$ cat src/rtl/ldpc_min_sum_tree_20.sv
// rtl/ldpc_min_sum_tree_20.sv - pipelined 20-input two-minimum finder for the LDPC check node
//
// Finds min1, min2 and the index of min1 across x0..x19 with a 2-min merge tree:
// 20 leaves -> 10 -> 5 (registered) -> 3 -> 2 -> 1 (registered). Two clocks of latency,
// one vector per clock, no back-pressure.
//
// Ports:
//   clk, rst_n          rising-edge clock, asynchronous active-low reset
//   in_valid, x0..x19   input vector strobe and magnitudes (xK has index K)
//   out_valid           result strobe, two clocks after in_valid
//   min1, min2          smallest and second-smallest magnitude (multiset sense)
//   min1_index          lowest index carrying min1
module ldpc_min_sum_tree_20 #(
  parameter int MAG_W = 5,
  parameter int IDX_W = 5
) (
  input  logic             clk,
  input  logic             rst_n,
  input  logic             in_valid,
  input  logic [MAG_W-1:0] x0,
  input  logic [MAG_W-1:0] x1,
  input  logic [MAG_W-1:0] x2,
  input  logic [MAG_W-1:0] x3,
  input  logic [MAG_W-1:0] x4,
  input  logic [MAG_W-1:0] x5,
  input  logic [MAG_W-1:0] x6,
  input  logic [MAG_W-1:0] x7,
  input  logic [MAG_W-1:0] x8,
  input  logic [MAG_W-1:0] x9,
  input  logic [MAG_W-1:0] x10,
  input  logic [MAG_W-1:0] x11,
  input  logic [MAG_W-1:0] x12,
  input  logic [MAG_W-1:0] x13,
  input  logic [MAG_W-1:0] x14,
  input  logic [MAG_W-1:0] x15,
  input  logic [MAG_W-1:0] x16,
  input  logic [MAG_W-1:0] x17,
  input  logic [MAG_W-1:0] x18,
  input  logic [MAG_W-1:0] x19,
  output logic             out_valid,
  output logic [MAG_W-1:0] min1,
  output logic [MAG_W-1:0] min2,
  output logic [IDX_W-1:0] min1_index
);

  typedef struct packed {
    logic [MAG_W-1:0] m1;
    logic [MAG_W-1:0] m2;
    logic [IDX_W-1:0] idx;
  } node_t;

  // Leaf: on a tie the left (lower-index) input wins.
  function automatic node_t leaf(input logic [MAG_W-1:0] a, input logic [MAG_W-1:0] b,
                                 input logic [IDX_W-1:0] ia, input logic [IDX_W-1:0] ib);
    node_t n;
    if (b < a) begin
      n.m1 = b; n.m2 = a; n.idx = ib;
    end else begin
      n.m1 = a; n.m2 = b; n.idx = ia;
    end
    return n;
  endfunction

  // Merge: a always covers lower indices than b, so the strict compare keeps the
  // lowest index on ties and lets a duplicated minimum land in min2.
  function automatic node_t merge(input node_t a, input node_t b);
    node_t n;
    if (b.m1 < a.m1) begin
      n.m1  = b.m1;
      n.idx = b.idx;
      n.m2  = (a.m1 < b.m2) ? a.m1 : b.m2;
    end else begin
      n.m1  = a.m1;
      n.idx = a.idx;
      n.m2  = (b.m1 < a.m2) ? b.m1 : a.m2;
    end
    return n;
  endfunction

  logic [MAG_W-1:0] x [20];
  assign x[0]  = x0;  assign x[1]  = x1;  assign x[2]  = x2;  assign x[3]  = x3;
  assign x[4]  = x4;  assign x[5]  = x5;  assign x[6]  = x6;  assign x[7]  = x7;
  assign x[8]  = x8;  assign x[9]  = x9;  assign x[10] = x10; assign x[11] = x11;
  assign x[12] = x12; assign x[13] = x13; assign x[14] = x14; assign x[15] = x15;
  assign x[16] = x16; assign x[17] = x17; assign x[18] = x18; assign x[19] = x19;

  node_t lvl10 [10];
  node_t lvl5  [5];
  node_t s1    [5];
  logic  s1_valid;
  node_t lvl3  [3];
  node_t lvl2  [2];
  node_t root;

  always_comb begin
    for (int i = 0; i < 10; i++) begin
      lvl10[i] = leaf(x[2*i], x[2*i+1], IDX_W'(2*i), IDX_W'(2*i+1));
    end
    for (int i = 0; i < 5; i++) begin
      lvl5[i] = merge(lvl10[2*i], lvl10[2*i+1]);
    end
  end

  // First register bank after the 10->5 level.
  always_ff @(posedge clk or negedge rst_n) begin
    if (!rst_n) begin
      s1_valid <= 1'b0;
      for (int i = 0; i < 5; i++) s1[i] <= '0;
    end else begin
      s1_valid <= in_valid;
      if (in_valid) begin
        for (int i = 0; i < 5; i++) s1[i] <= lvl5[i];
      end
    end
  end

  // Odd nodes (s1[4], then lvl3[2]) ride through unchanged; they always hold the
  // highest indices so they stay on the b side of every merge.
  always_comb begin
    lvl3[0] = merge(s1[0], s1[1]);
    lvl3[1] = merge(s1[2], s1[3]);
    lvl3[2] = s1[4];
    lvl2[0] = merge(lvl3[0], lvl3[1]);
    lvl2[1] = lvl3[2];
    root    = merge(lvl2[0], lvl2[1]);
  end

  // Output register; results hold while no new vector arrives.
  always_ff @(posedge clk or negedge rst_n) begin
    if (!rst_n) begin
      out_valid  <= 1'b0;
      min1       <= '0;
      min2       <= '0;
      min1_index <= '0;
    end else begin
      out_valid <= s1_valid;
      if (s1_valid) begin
        min1       <= root.m1;
        min2       <= root.m2;
        min1_index <= root.idx;
      end
    end
  end

endmodule

$ cat config.mk
export PLATFORM = sky130hd
export DESIGN_NAME = ldpc_min_sum_tree_20
export DESIGN_NICKNAME = d
export VERILOG_FILES = /design/src/rtl/ldpc_min_sum_tree_20.sv
export SDC_FILE = /design/constraint.sdc
export NUM_CORES = 1
export LEC_CHECK = 0
export BUFFER_PORTS_ARGS = -buffer_cell sky130_fd_sc_hd__buf_2
export CAP_MARGIN = 20
export CORE_AREA = 5 5 142 144
export DETAILED_ROUTE_END_ITERATION = 10
export DIE_AREA = 0 0 147 149
export GPL_TIMING_DRIVEN = 0
export PLACE_DENSITY = 0.86
export SYNTH_ARGS = -nofsm -noshare
export SYNTH_HDL_FRONTEND = slang
export SYNTH_SLANG_ARGS = --single-unit
$ cat constraint.sdc
create_clock -name clk -period 6.7 [get_ports clk]
set_input_delay 1.34 -clock clk [delete_from_list [all_inputs] [get_ports clk]]
set_output_delay 1.34 -clock clk [all_outputs]
set_load 0.05 [all_outputs]
---- Yosys cells after proc, flatten, opt, wreduce, memory -nomap -nowiden ----
Index checks and enable logic that the tools add are counted.
W data, S select, Z words.
storage, ports and cells
  register bits after elaboration ......... 92
  latch bits .............................. 0
  RAM bits ................................ 0
  memory bits (read-only) ................. 0
  bits of input ports ..................... 103
  output and inout bits ................... 16
  memories kept ........................... 0
operators by class
  $add $sub $neg .......................... 0
  $mul .................................... 0
  div/mod/pow operators ................... 0
  $lt $le $gt $ge ......................... 37
  equal/unequal tests ..................... 0
  shift operators ......................... 0
  mux-type cells .......................... 37
  bitwise operators ....................... 0
  reductions and logical operators ........ 0
operator list
  kind          number
  $mux W15      19
  $lt A5 B5 Y1  37
  $mux W5       18

---- Logic depth before layout (Yosys ltp) ----
Gate-level depths: netlist of run 1.
  depth after elaboration ................. 9
  gate-level depth with buffers ........... 27
  gate-level depth less buffers ........... 26

---- Worst setup path before layout of run 1 ----
Ideal clock, no wire load.
  path kind ............................... reg2reg
  from .................................... register s1[72] (netlist name)
  to ...................................... register min2[4]
  library setup time ...................... 0.126 ns
  arrival time ............................ 5.461 ns
  data required time ...................... 6.574 ns
  path slack .............................. 1.113 ns
  cell stages (with the launch flop) ...... 27
  buffers on the path ..................... 1
  period minus slack after synthesis ...... 5.587 ns
  cell sequence ........................... dfrtp_1 > inv_1 > ha_1 > nand2_1 > o21ai_2 > a31o_2 > buf_1 > mux2i_1 > inv_1 > ha_1 > a21oi_1 > nand2b_1 > a221o_1 > a221oi_2 > nor2_2 > mux2_2 > mux2i_1 > inv_1 > ha_1 > a21o_1 > a21oi_1 > nor3b_1 > nand3_1 > mux2_4 > and3_4 > nor2b_1 > o32a_1
between the ends
  longest elaborated chain between the ends .. 9
  elaborated cells between the ends (all ways) .. 16
  those cells by class .................... order compare: 8; mux: 8
RTL lines
  what                  line  source
  $lt A5 B5 Y1          71    n.m2 = (a.m1 < b.m2) ? a.m1 : b.m2;
  $mux W5               71
  $mux W15 (*)          68    if (b.m1 < a.m1) begin
  $lt A5 B5 Y1          75    n.m2 = (b.m1 < a.m2) ? b.m1 : a.m2;
  $mux W5               75
  $mux W15 (*)          68
  $lt A5 B5 Y1          75
  $mux W5               75
  $mux W15 (*)          68
  to (signal assigned)  139   min2 <= root.m2;
  to (decl)             42    output logic [MAG_W-1:0] min2,
Mark *: on every way between the ends. The rest lies on a longest branch, timed or not.
A chain may end at the register's enable or synchronous reset.

---- Worst setup path after layout of run 1 ----
  from .................................... register s1[72] (netlist name)
  to ...................................... register min2[3]
between the ends
  longest elaborated chain between the ends .. 9
  elaborated cells between the ends (all ways) .. 16
  those cells by class .................... order compare: 8; mux: 8
RTL lines
  what          line
  $lt A5 B5 Y1  71
  $mux W5       71
  $mux W15 (*)  68
  $lt A5 B5 Y1  75
  $mux W5       75
  $mux W15 (*)  68
  $lt A5 B5 Y1  75
  $mux W5       75
  $mux W15 (*)  68
Marked as above.

==> flow_metrics.env, run 1 <==
export IMPL_status="complete, no violations"
export IMPL_vias_per_cell=5.86
export IMPL_synthTopCellsByArea="dfrtp_1 19%, ha_1 18%, mux2i_1 18%, a21oi_1 7.2%, inv_1 5.1%"
export IMPL_worstPathMaxFanout=10
export IMPL_globalplace_congestion=0.931
export IMPL_grt_pass1_vias=9082
export IMPL_worstSetupEndpointType="register"
export IMPL_cts_setup_buffers=0
export IMPL_vias=9270
export IMPL_ant_nets=0
export IMPL_crit_slowest_cell="dfrtp_1"
export IMPL_async_flop_share_pct=100
export IMPL_hold_viol_final=0
export IMPL_syn_to_final_growth_pct=12.8
export IMPL_criticalPathCategory="reg -> reg"
export IMPL_syn_avg_cell_area_sq_um=8.26
export IMPL_track_usage_pct=22.9
export IMPL_dp_hpwl_um=21000
export IMPL_dieArea_sq_mm=0.0219
export IMPL_synth_seq_cells=78
export IMPL_antenna_found_initial=0
export IMPL_drt_wl_total_um=25400
export IMPL_io_pins=119
export IMPL_path_buf_inv=4
export IMPL_grt_max_degree=71
export IMPL_power_total_mw=5.70
export IMPL_clockBufferDepth=2
export IMPL_root_buffer="clkbuf_16"
export IMPL_drcViolationCount=0
export IMPL_critPathLaunchType="register"
export IMPL_switching_share_pct=50.5
export IMPL_seqPwrFrac_pct=13.9
export IMPL_h_tree_depth=3
export IMPL_final_area_sq_mm=0.0113
export IMPL_drt_iter0_drc=734
export IMPL_yosysWarnings=0
export IMPL_drive_gt1_share_pct=14.7
export IMPL_cp_required_ns=6.92
export IMPL_p_per_area_mw_per_mm2=504
export IMPL_hold_slack_ns=0.430
export IMPL_post_drt_wl_per_cell_um=16.1
export IMPL_yosys_area_top_type="dfrtp_1"
export IMPL_syn_num_nets=1463
export IMPL_rows=50
export IMPL_start_util_pct=54.0
export IMPL_ir_worst_vdd_mv=0.359
export IMPL_max_cap_violations=0
export IMPL_ys_flop_type="dfrtp_1"
export IMPL_critPathTopFamily="compound AO/OA/AOI/OAI gates"
export IMPL_fin_skew_ns=0.00725
export IMPL_die_x_um=147
export IMPL_grt_pass1_wl_um=42200
export IMPL_p_leak_nw=6.15
export IMPL_synthCells=1214
export IMPL_ys_seq_area_share_pct=19.5
export IMPL_n_fill_cell=1573
export IMPL_switchingPower_mw=2.88
export IMPL_clkLatencyLatePin_ns=0.35
export IMPL_worst_pin_slew_ns=0.795
export IMPL_clkPwrFrac_pct=10.2
export IMPL_synth_cell_types=64
export IMPL_reg2reg_slack_ns=0.43
export IMPL_grt_overflow=0
export IMPL_clkSinkCount=78
export IMPL_synth_edf_count=0
export IMPL_tns_ns=0
export IMPL_core_area_sq_mm=0.0186
export IMPL_ctsHoldBuffers=0
export IMPL_fin_crit_sh_pct=93.6
export IMPL_nNetsFinal=1593
export IMPL_portBuffers=118
export IMPL_first_pass_iters=5
export IMPL_cts_made_buffers=9
export IMPL_power_share_combinational_pct=75.9
export IMPL_placed_cell_area_sq_mm=0.0109
export IMPL_fmax_mhz=159
export IMPL_internal_power_mw=2.82
export IMPL_synth_top_area_share_pct=19.5
export IMPL_relSlewSlack_pct=47.0
export IMPL_finalSetupViolations=0
export IMPL_drv_slew=0
export IMPL_clk_pin_slew_worst_paths_ns=0.06
export IMPL_period_needed_ns=6.27
export IMPL_cp_slowest_stage_delay_ns=0.42
export IMPL_crit_arrival_ns=6.50
export IMPL_antenna_cells=0
export IMPL_die_h_um=149
export IMPL_synth_area_sq_mm=0.0100
export IMPL_hold_path_class="reg -> reg"
export IMPL_cts_tree="built"
## power groups by stage
stage | sequential, mW | clock [mW] | combinational, mW
detailed placement | 0.798 | 0 | 4.20
global route | 0.815 | 0.606 | 4.77
floorplan | 0.902 | 0 | 3.17
CTS | 0.791 | 0.583 | 4.24
finish | 0.795 | 0.580 | 4.32
global placement | 0.792 | 0 | 4.03
## repair_timing
item | in CTS | in global routing
resized for setup | 0 | 4
endpoints found under the hold margin | 0 | 0
setup endpoints to repair | 0 | 4
## path summary, 6_finish.rpt
path                               startpoint                   to  cells past startpoint
setup / recovery           s1[72]$_DFFE_PN0P_  min2[3]$_DFFE_PN0P_                     26
hold / removal             s1_valid$_DFF_PN0_  out_valid$_DFF_PN0_                      0
setup reg to reg           s1[72]$_DFFE_PN0P_  min2[3]$_DFFE_PN0P_                     26
hold reg to reg            s1_valid$_DFF_PN0_  out_valid$_DFF_PN0_                      0
max in group asynchronous               rst_n   s1[65]$_DFFE_PN0P_                      2
min in group asynchronous               rst_n  min1[0]$_DFFE_PN0P_                      1
## final cells by class
| type | count | area [sq um] | area share [%] |
|---|---|---|---|
| Buffer | 39 | 161 | 1.43 |
| Clock buffer | 11 | 253 | 2.24 |
| Clock inverter | 5 | 105 | 0.930 |
| Inverter | 136 | 510 | 4.51 |
| Multi-Input combinational cell | 961 | 7410 | 65.6 |
| Sequential cell | 78 | 1950 | 17.3 |
| Tap cell | 234 | 293 | 2.59 |
| Timing Repair Buffer | 119 | 621 | 5.49 |
## kinds of logic after synthesis
logic type,count (synthesis),share of synthesized area [%]
and+or+nand+nor,280,12.8
buffers and inverters,175,6.67
muxes,215,22.0
DFF,78,19.5
AOI/OAI and AO/OA,320,20.9
adders and majority gates,146,18.2
## stage by stage
stage	cells	worst slack (ns)	utilization, %
2_1_floorplan	1214	1.11	-
5_1_grt	1583	-0.0294	60.9
3_5_place_dp	1567	0.276	58.9
6_report	1583	0.430	60.9
3_3_place_gp	1566	0.410	58.7
4_1_cts	1583	0.212	60.8
## cells in the mapped netlist, types with 5 or more instances
library cell	number
a21oi_1	144
nand4_1	7
a32oi_1	12
a311oi_1	12
o211ai_1	8
nand2_1	66
o22ai_1	6
nand3_1	13
nor2_1	129
mux2_2	33
nand2b_1	23
inv_1	136
mux2i_1	178
buf_2	7
a21o_1	42
a31oi_2	5
a31oi_1	5
clkbuf_1	27
o211a_1	8
nor2b_1	22
o21ai_1	18
and4_1	6
dfrtp_1	78
ha_1	146
o21ai_0	21
## registers in the layout, summed over array words and instances, names as in the netlist
name / cells
out_valid: 1
s1: 49
s1_valid: 1
min1: 5
min1_index: 5
lvl2: 12
min2: 5
## routing by layer
metal	track usage, %	wire length (um)	up-vias
met2	39.6	12000	242
met3	3.74	1150	49
li1	-	-	4631
met1	29.7	11600	4348
met4	6.66	625	0
met5	0	0	-
## cells in the final DEF, fill, tap and decap left out, types with 4 or more instances in the layout
master | netlist | layout
a21o_1 | 42 | 42
a21oi_1 | 144 | 144
a221oi_1 | 4 | 4
a311oi_1 | 12 | 12
a31oi_1 | 5 | 5
a31oi_2 | 5 | 5
a32oi_1 | 12 | 12
and4_1 | 6 | 6
buf_2 | 7 | 124
clkbuf_1 | 27 | 26
clkbuf_16 | 0 | 9
dfrtp_1 | 78 | 78
ha_1 | 146 | 146
inv_1 | 136 | 136
mux2_2 | 33 | 33
mux2i_1 | 178 | 178
nand2_1 | 66 | 66
nand2b_1 | 23 | 23
nand3_1 | 13 | 13
nand4_1 | 7 | 7
nor2_1 | 129 | 129
nor2b_1 | 22 | 22
o211a_1 | 8 | 8
o211ai_1 | 8 | 8
o21a_1 | 4 | 4
o21ai_0 | 21 | 21
o21ai_1 | 18 | 18
o22ai_1 | 6 | 6
(Power assumes the default switching activity.)
==> run 2: changes to the inputs <==
MAX_ROUTING_LAYER = met4   (was unset)
REMOVE_ABC_BUFFERS = 1   (was unset)
==> run 2 against run 1 <==
Compared with the run above:
- total power fell by 3.0%
- first-iteration DRC count fell by 12%
- via count fell by 0.76%
- cell count fell by 2.0%
- die area did not move
- critical path type unchanged
- critical endpoint is now min2[1]$_DFFE_PN0P_
- largest power group unchanged
==> flow_metrics.env, run 2 (same netlist as run 1, synthesis figures left out) <==
export IMPL_clkPwrFrac_pct=8.7
export IMPL_ctsResizeCount=0
export IMPL_root_buffer="clkbuf_16"
export IMPL_portBuffers=118
export IMPL_ctsHoldBuffers=0
export IMPL_drt_iter0_drc=644
export IMPL_period_needed_ns=6.30
export IMPL_regMostFlops="s1"
export IMPL_crit_chain="inv_1 > ha_1 > nand2_1 > o21ai_2 > a31o_2 > mux2i_1 > ha_1 > a21o_1 > a21o_1 > a21o_1 > a21oi_2 > mux2i_1 > inv_1 > ha_1 > a21o_1 > a21oi_1 > nor3b_1 > nand3_1 > mux2_4 > and3_4 > a221oi_1 > nor2_1"
export IMPL_grt_pass1_vias=9046
export IMPL_syn_to_final_growth_pct=11.3
export IMPL_die_x_um=147
export IMPL_drt_wl_total_um=24600
export IMPL_vias_per_cell=5.93
export IMPL_hold_path_class="reg -> reg"
export IMPL_switchingPower_mw=2.82
export IMPL_globalplace_congestion=0.901
export IMPL_cts_made_buffers=9
export IMPL_critPathLaunchType="register"
export IMPL_timing_rr_start="s1[72]$_DFFE_PN0P_"
export IMPL_nNetsFinal=1562
export IMPL_antenna_cells=0
export IMPL_start_util_pct=54.0
export IMPL_largest_register_ffs=49
export IMPL_hold_path_endpoint="min2[2]$_DFFE_PN0P_"
export IMPL_track_usage_pct=22.9
export IMPL_hold_viol_final=0
export IMPL_reg2reg_slack_ns=0.40
export IMPL_clk_pin_slew_worst_paths_ns=0.05
export IMPL_ant_nets=0
export IMPL_p_per_area_mw_per_mm2=495
export IMPL_clockBufferDepth=2
export IMPL_dp_hpwl_um=19600
export IMPL_worst_r2r_cell_count=22
export IMPL_drive_gt1_share_pct=14.8
export IMPL_cts_tree="built"
export IMPL_power_share_combinational_pct=76.7
export IMPL_post_drt_wl_per_cell_um=15.8
export IMPL_io_pins=119
export IMPL_worstPathMaxFanout=20
export IMPL_hold_path_startpoint="min2[2]$_DFFE_PN0P_"
export IMPL_criticalPathCategory="reg -> reg"
export IMPL_worst_pin_slew_ns=1.06
export IMPL_p_leak_nw=6.10
export IMPL_cp_required_ns=6.93
export IMPL_die_h_um=149
export IMPL_r2r_end="min2[1]$_DFFE_PN0P_"
export IMPL_min_path_cells=2
export IMPL_relSlewSlack_pct=29.3
export IMPL_dp_slack_ns=0.529
export IMPL_fmax_mhz=159
export IMPL_fin_skew_ns=0.00633
export IMPL_final_cell_mix="178 x mux2i_1, 146 x ha_1, 143 x a21oi_1, 136 x inv_1, 129 x nor2_1"
export IMPL_rows=50
export IMPL_seqPwrFrac_pct=14.6
export IMPL_cts_setup_buffers=0
export IMPL_crit_arrival_ns=6.52
export IMPL_antenna_found_initial=0
export IMPL_h_tree_depth=3
export IMPL_fin_crit_sh_pct=94.0
export IMPL_status="complete, no violations"
export IMPL_cp_common_cell="a21o_1"
export IMPL_dieArea_sq_mm=0.0219
export IMPL_grt_max_degree=97
export IMPL_clkSinkCount=78
export IMPL_switching_share_pct=50.9
export IMPL_grt_overflow=0
export IMPL_core_area_sq_mm=0.0186
export IMPL_rsz0062_at_grt="false"
export IMPL_internal_power_mw=2.71
export IMPL_clkLatencyLatePin_ns=0.36
export IMPL_finalSetupViolations=0
export IMPL_layout_commonest_cell="mux2i_1"
export IMPL_first_pass_iters=5
export IMPL_worstSetupEndpointType="register"
export IMPL_drv_slew=0
export IMPL_max_cap_violations=0
export IMPL_setup_slack_ns=0.405
export IMPL_grt_pass1_wl_um=41100
export IMPL_postLayoutCoreUtil_pct=60.1
export IMPL_drcViolationCount=0
export IMPL_vias=9200
export IMPL_crit_slowest_cell="a21oi_2"
export IMPL_ir_worst_vdd_mv=0.312
export IMPL_cp_slowest_stage_delay_ns=0.70
export IMPL_n_fill_cell=1601
run 2: changes by cell type in the layout (fill, tap and decap cells not counted), moves of 2 or more:
cell / change
buf_2: -8
buf_4: +6
buf_1: -3
clkinv_2: +4
clkbuf_1: -26
bufinv_16: -2
clkbuf_2: -2
clkinvlp_4: -2
run 2: area by class of cell:
class | instances | area (sq um) | share of cell area (%)
multi-input combinational | 961 | 7410 | 66.4
sequential | 78 | 1950 | 17.5
timing repair buffer | 127 | 707 | 6.33
inverter | 136 | 510 | 4.57
tap | 234 | 293 | 2.62
clock buffer | 10 | 239 | 2.14
clock inverter | 5 | 50.0 | 0.448
run 2: power groups by stage:
stage          Clock (mW)  Combinational, mW  Sequential (mW)
2_1_floorplan           0               3.12            0.904
3_3_place_gp            0               3.99            0.797
3_5_place_dp            0               4.16            0.809
4_1_cts             0.493               4.19            0.802
5_1_grt             0.508               4.72            0.826
6_report            0.483               4.24            0.806
run 2: routing by layer:
layer	routed length, um	track usage [%]
met5	0	-
met4	680	9.18
met3	1140	2.73
met2	12000	39.6
met1	10800	27.3
run 2: per-stage QoR:
step | hold slack [ns] | instances | setup TNS [ns] | total power, mW | instance area (sq um)
after global placement | 0.481 | 1527 | -0.00602 | 4.78 | 10800
after CTS | 0.508 | 1547 | 0 | 5.49 | 11100
after floorplan | 0.462 | 1175 | 0 | 4.02 | 9870
final | 0.503 | 1551 | 0 | 5.53 | 11200
after global routing | 0.530 | 1551 | 0 | 6.05 | 11200
after detailed placement | 0.495 | 1532 | 0 | 4.97 | 10800
run 2: worst max path at each step:
stage | from | end | slack, ns | depth (start not counted)
6_report | s1[72]$_DFFE_PN0P_ | min2[1]$_DFFE_PN0P_ | 0.40 | 22
5_1_grt | s1[72]$_DFFE_PN0P_ | min2[3]$_DFFE_PN0P_ | 0.04 | 25
4_1_cts | s1[72]$_DFFE_PN0P_ | min2[4]$_DFFE_PN0P_ | 0.50 | 22
3_5_place_dp | s1[72]$_DFFE_PN0P_ | min2[4]$_DFFE_PN0P_ | 0.53 | 22
3_3_place_gp | s1[72]$_DFFE_PN0P_ | min2[4]$_DFFE_PN0P_ | -0.006 | 19
2_1_floorplan | s1[57]$_DFFE_PN0P_ | min2[4]$_DFFE_PN0P_ | 0.99 | 21
run 2: critical path: cells and delay by family, from the launching register on:
kind	cells	cell delay, ns
DFF	1	0.43
muxes	3	1.14
adders and majority gates	3	0.96
buffers and inverters	2	0.16
AOI/OAI and AO/OA	9	2.64
and+or+nand+nor	5	0.84
